<file path="src/rtl/ifu_fetch_if.sv">
// Instruction-memory request/response bus between ifu_fetch and instruction memory.
interface ifu_fetch_if;
  logic        req;
  logic [31:0] addr;
  logic        rvalid;
  logic [31:0] rdata;

  modport master (output req, output addr, input rvalid, input rdata);
  modport slave  (input req, input addr, output rvalid, output rdata);
endinterface

</file>
<file path="src/rtl/ifu_fetch.sv">
// Instruction fetch unit: single-outstanding imem requests feeding a one-entry IF/ID slot.
// Optional IFU_MISALIGN_CHECK_EN adds a sticky fetch_misaligned flag on unaligned redirects.
module ifu_fetch #(
  parameter logic [31:0] RESET_PC  = 32'h0000_0000,
  parameter logic [31:0] NOP_INSTR = 32'h0000_0013
) (
  input  logic        clk,
  input  logic        rst,
  input  logic        pause,
  input  logic        flush,
  input  logic [31:0] redirect_pc,
  ifu_fetch_if.master imem,
  output logic [31:0] if_pc,
  output logic [31:0] if_instr,
  output logic        if_valid
`ifdef IFU_MISALIGN_CHECK_EN
  ,
  output logic        fetch_misaligned
`endif
);

  typedef enum logic [1:0] {
    S_REQ,
    S_WAIT,
    S_DROP
  } state_t;

  state_t      state_q, state_d;
  logic [31:0] pc_q;
  logic [31:0] slot_pc;
  logic [31:0] slot_instr;
  logic        slot_v;
  logic [31:0] redirect_eff;
  logic        blocked;
  logic        consume;
  logic        capture;
  logic        req_fire;

`ifdef IFU_MISALIGN_CHECK_EN
  logic mis_q;

  assign redirect_eff     = redirect_pc;
  assign blocked          = mis_q;
  assign fetch_misaligned = mis_q;

  always_ff @(posedge clk) begin
    if (rst) begin
      mis_q <= 1'b0;
    end else if (flush) begin
      mis_q <= |redirect_pc[1:0];
    end
  end
`else
  assign redirect_eff = redirect_pc & 32'hFFFF_FFFC;
  assign blocked      = 1'b0;
`endif

  assign consume = slot_v & ~pause & ~flush;
  assign capture = (state_q == S_WAIT) & imem.rvalid & ~flush;

  // A misaligned redirect still follows the normal flush transitions, so an
  // in-flight response is drained in DROP before any later aligned redirect.
  always_comb begin
    state_d  = state_q;
    req_fire = 1'b0;
    unique case (state_q)
      S_REQ: begin
        if (!flush && !rst && !blocked && (!slot_v || consume)) begin
          req_fire = 1'b1;
          state_d  = S_WAIT;
        end
      end
      S_WAIT: begin
        if (imem.rvalid) begin
          state_d = S_REQ;
        end else if (flush) begin
          state_d = S_DROP;
        end
      end
      S_DROP: begin
        if (imem.rvalid) begin
          state_d = S_REQ;
        end
      end
      default: state_d = S_REQ;
    endcase
  end

  assign imem.req  = req_fire;
  assign imem.addr = pc_q;

  always_ff @(posedge clk) begin
    if (rst) begin
      state_q <= S_REQ;
    end else begin
      state_q <= state_d;
    end
  end

  always_ff @(posedge clk) begin
    if (rst) begin
      pc_q <= RESET_PC;
    end else if (flush) begin
      pc_q <= redirect_eff;
    end else if (capture) begin
      pc_q <= pc_q + 32'd4;
    end
  end

  // Slot registers are cleared to the empty-slot output values so the
  // IF/ID outputs come straight from flops.
  always_ff @(posedge clk) begin
    if (rst || flush) begin
      slot_v     <= 1'b0;
      slot_pc    <= '0;
      slot_instr <= NOP_INSTR;
    end else if (capture) begin
      slot_v     <= 1'b1;
      slot_pc    <= pc_q;
      slot_instr <= imem.rdata;
    end else if (consume) begin
      slot_v     <= 1'b0;
      slot_pc    <= '0;
      slot_instr <= NOP_INSTR;
    end
  end

  assign if_valid = slot_v;
  assign if_pc    = slot_pc;
  assign if_instr = slot_instr;

endmodule
</file>
<file path="src/flat_wrapper.sv">
// flat-port wrapper written by rule: the top's interface ports become plain ports
module ifu_fetch_flat 
#(
  parameter logic [31:0] RESET_PC  = 32'h0000_0000,
  parameter logic [31:0] NOP_INSTR = 32'h0000_0013
)
  (clk, rst, pause, flush, redirect_pc, if_pc, if_instr, if_valid, imem_req, imem_addr, imem_rvalid, imem_rdata);
  ifu_fetch_if imem_i ();
  input  logic clk;
  input  logic rst;
  input  logic pause;
  input  logic flush;
  input  logic [31:0] redirect_pc;
  output logic [31:0] if_pc;
  output logic [31:0] if_instr;
  output logic if_valid;
  output wire logic [$bits(imem_i.req)-1:0] imem_req;
  output wire logic [$bits(imem_i.addr)-1:0] imem_addr;
  input wire logic [$bits(imem_i.rvalid)-1:0] imem_rvalid;
  input wire logic [$bits(imem_i.rdata)-1:0] imem_rdata;
  assign imem_req = imem_i.req;
  assign imem_addr = imem_i.addr;
  assign imem_i.rvalid = imem_rvalid;
  assign imem_i.rdata = imem_rdata;
  ifu_fetch #(.RESET_PC(RESET_PC), .NOP_INSTR(NOP_INSTR)) u_core (.clk(clk), .rst(rst), .pause(pause), .flush(flush), .redirect_pc(redirect_pc), .imem(imem_i), .if_pc(if_pc), .if_instr(if_instr), .if_valid(if_valid));
endmodule
</file>
<file path="config.mk">
export PLATFORM = sky130hd
export DESIGN_NAME = ifu_fetch_flat
export DESIGN_NICKNAME = d
export VERILOG_FILES = /design/src/rtl/ifu_fetch_if.sv /design/src/rtl/ifu_fetch.sv /design/src/flat_wrapper.sv
export SDC_FILE = /design/constraint.sdc
export NUM_CORES = 1
export LEC_CHECK = 0
export ABC_AREA = 1
export ABC_CLOCK_PERIOD_IN_PS = 1600
export BUFFER_PORTS_ARGS = -buffer_cell sky130_fd_sc_hd__buf_4
export CAP_MARGIN = 20
export CELL_PAD_IN_SITES_DETAIL_PLACEMENT = 1
export CELL_PAD_IN_SITES_GLOBAL_PLACEMENT = 1
export CORE_MARGIN = 1.5
export CORE_UTILIZATION = 30
export CTS_BUF_LIST = sky130_fd_sc_hd__clkbuf_4 sky130_fd_sc_hd__clkbuf_8 sky130_fd_sc_hd__clkbuf_16
export DETAILED_ROUTE_END_ITERATION = 12
export GPL_TIMING_DRIVEN = 0
export PLACE_DENSITY_LB_ADDON = 0.25
export SKIP_CTS_REPAIR_TIMING = 1
export SLEW_MARGIN = 5
export SYNTH_ARGS = -nofsm -noshare
export SYNTH_HDL_FRONTEND = slang
export SYNTH_SLANG_ARGS = --single-unit
</file>
<file path="constraint.sdc">
create_clock -name clk -period 1.6 [get_ports clk]
set_clock_uncertainty 0.15 [all_clocks]
set_input_delay 0.32 -clock clk [delete_from_list [all_inputs] [get_ports clk]]
set_output_delay 0.32 -clock clk [all_outputs]
set_load 0.01 [all_outputs]
</file>
==> qor.txt <==
result of the run - finished with violations
failing checks - setup timing
layout cells sized above 1 - 49.8%
number of levels the H-tree was split into - 3
global-route wire length before repair - 25.0 mm
cell area after synthesis - 0.00440 mm²
maximum number of pins on one net before global-route repair - 16
Critical Path AT - 1.91 ns
die outline width - 124 µm
starting DRC count in detailed routing - 235
number of hold violations in the final report - 0
number of unique standard cell types used by synthesis - 34
Achievable Freq - 0.546 GHz
setup repair after global routing missed its margin - true
highest cell delay on the worst timing path - 0.39 ns
global-route total usage across every layer - 21.1%
total die area - 0.0154 mm²
input/output buffers - 160
cell repeated most along the worst path - o21ai_1
CTS Root Cell - clkbuf_16
critical path cell sequence - ha_4 -> nand2_4 -> nor2_4 -> buf_4 -> nand3_2 -> nor3_2 -> o21ai_1 -> o21ai_1 -> inv_1
worst setup slack after layout - -0.230 ns
Yosys warning total - 0
measured slew at the worst slew-check pin - 0.761 ns
routed wire length - 19.6 mm
routability cong. - 0.876
Final ANT Viol Nets - 0
Hold Slack - 0.0571 ns
worst reg2reg path depth - 9
maximum ir drop on the vdd rail - 0.000481 V
kind of end point of the critical path - flip-flop
Gate Count Post-Synth - 653
Worst Setup Path Type - flip-flop to flip-flop
number of endpoints failing setup at the final stage - 68
mean area per synthesized cell - 6.74 µm²
drt first pass iters - 4
Inserted Clock Buffers - 9
tightest slew margin relative to the limit - 49.3%
number of antenna violations at the first check in global routing - 0
Worst setup SP type - flip-flop
top-level I/O count - 167
worst min-delay path class - primary input to flip-flop
critical path data required time - 1.68 ns
final routed DRC violation total - 0
area growth from synthesis to layout - 76.2%
total congestion overflow - 0
worst hold path depth - 3
fin nets - 944
antenna cell count - 0
ratio of final minimum period to clock period - 114%
number of global-route vias before repair - 4901
clock latency at the later pin of the worst-skew pair - 0.35 ns
commonest non-fill, non-tap cell in the layout - buf_4
total via count in the routed design - 5292
Leak - 3.40 nW
Slowest cell on crit path - dfxtp_4
Final HPWL DP - 12.9 mm
sink count of the clock tree - 95
critical path peak fanout - 5
clock-pin slew on the worst setup and hold paths - 0.07 ns
final setup TNS - -5.81 ns
share of the core filled with cells in the final layout - 53.8%
GRT met2 Usage - 37.5%
flop and latch count out of synthesis - 95
Die Span Y - 124 µm
Most Used Layer, Global Route - met2
row count - 44
power per unit of standard cell area - 724 mW/mm²
commonest non-fill, non-tap cells in the layout - buf_4 (192), nand2_1 (164), dfxtp_1 (68)
time the final worst path needs with I/O delays and setup - 1.83 ns
placeable core region - 0.0144 mm²
max-cap violation count - 0
post-synthesis sequential area ratio - 43.2%
buffer depth of the longest clock path - 2
CTS tree - yes
number of max-slew violations in the final report - 0
Routed wire per std cell - 18.5 µm
M3 GR Usage - 2.56%
initial core utilization - 30.5%
Vias per Instance - 4.98
grt met1 use - 26.7%
==> report_power, final <==
group	total [W]	switching, W	internal [W]
Sequential	0.00252	0.000105	0.00241
Combinational	0.000760	0.000390	0.000370
Clock	0.00234	0.000967	0.00137
Total	0.00561	0.00146	0.00415
==> path summary, 6_finish.rpt <==
kind                             from              endpoint  slack, ns
hold reg to reg      u_core.if_pc[31]      u_core.if_pc[31]       0.32
hold / removal          imem_rdata[1]    u_core.if_instr[1]       0.06
setup / recovery  u_core.imem.addr[3]  u_core.imem.addr[16]      -0.23
setup reg to reg  u_core.imem.addr[3]  u_core.imem.addr[16]      -0.23
==> cells by family after synthesis <==
logic type      Yosys count  synth area share (%)
simple gates            333                  30.9
compound gates          121                  14.6
buf+inv                  98                  10.1
flops                    95                  43.2
xor+xnor                  4                 0.796
fa+ha+maj                 1                 0.284
other cells               1                0.0852
==> sequential cells by signal, summed over array words and instances (netlist names) <==
signal and cells:
u_core.imem.addr 30, u_core.if_valid 1, u_core.if_pc 30, u_core.state_q 2
u_core.if_instr 32
==> per-layer routing <==
metal  vias to the layer above  part of all wire (%)
met5                         -                     0
met4                         0                   1.7
met1                      2576                    41
met2                       152                    53
met3                        24                   5.0
li1                       2540                     -
==> critical path: cells and delay by family, from the launching register on <==
kind                     cells  cell delay [ns]
adder cells (fa/ha/maj)      1             0.16
AND/OR/NAND/NOR              4             0.56
buffers and inverters        2             0.23
AO/OA/AOI/OAI                2             0.24
flip-flops                   1             0.39
==> metrics by stage <==
step	area (µm²)	total power [W]	instances	setup slack (ns)
5_1_grt	7760	0.00578	1063	-0.284
3_3_place_gp	5870	0.00310	1000	-0.358
3_5_place_dp	5870	0.00313	1000	-0.444
2_1_floorplan	4440	0.00279	656	0.00159
4_1_cts	6190	0.00544	1016	-0.400
6_report	7760	0.00561	1063	-0.230
==> area by class of cell <==
class | instances | area [µm²]
Multi-Input combinational cell | 463 | 2830
Buffer | 33 | 352
Clock buffer | 12 | 272
Tap cell | 184 | 230
Fill cell | 1723 | 6670
Timing Repair Buffer | 208 | 1790
Inverter | 64 | 260
Sequential cell | 95 | 1970
Clock inverter | 4 | 51.3
==> cell usage after synthesis <==
| master | n | area share (%) |
|---|---|---|
| xor2_1 | 2 | 0.40 |
| nand4_1 | 5 | 0.71 |
| nand2_2 | 2 | 0.28 |
| o22ai_1 | 3 | 0.43 |
| dfxtp_1 | 95 | 43 |
| nand3b_2 | 1 | 0.26 |
| nand3b_1 | 5 | 0.85 |
| a211oi_1 | 1 | 0.17 |
| nor2_2 | 4 | 0.57 |
| nand3_2 | 1 | 0.23 |
| inv_2 | 6 | 0.51 |
| clkbuf_2 | 1 | 0.11 |
| a31oi_1 | 10 | 1.4 |
| o211ai_1 | 5 | 0.85 |
| buf_6 | 5 | 1.3 |
| o21ai_1 | 5 | 0.57 |
| a21oi_1 | 73 | 8.3 |
| ha_1 | 1 | 0.28 |
| conb_1 | 1 | 0.085 |
| nor4_1 | 1 | 0.14 |
| nand3_1 | 23 | 2.6 |
| nor2_4 | 1 | 0.26 |
| nor3_1 | 9 | 1.0 |
| xnor2_1 | 2 | 0.40 |
| a22o_1 | 1 | 0.20 |
| or2_2 | 1 | 0.14 |
| o21ai_0 | 22 | 2.5 |
| inv_1 | 58 | 4.9 |
| o221ai_1 | 1 | 0.20 |
| buf_2 | 11 | 1.3 |
| buf_4 | 6 | 1.0 |
| clkbuf_1 | 11 | 0.94 |
| nand2_1 | 231 | 20 |
| nor2_1 | 49 | 4.2 |
(Power assumes the default switching activity.)
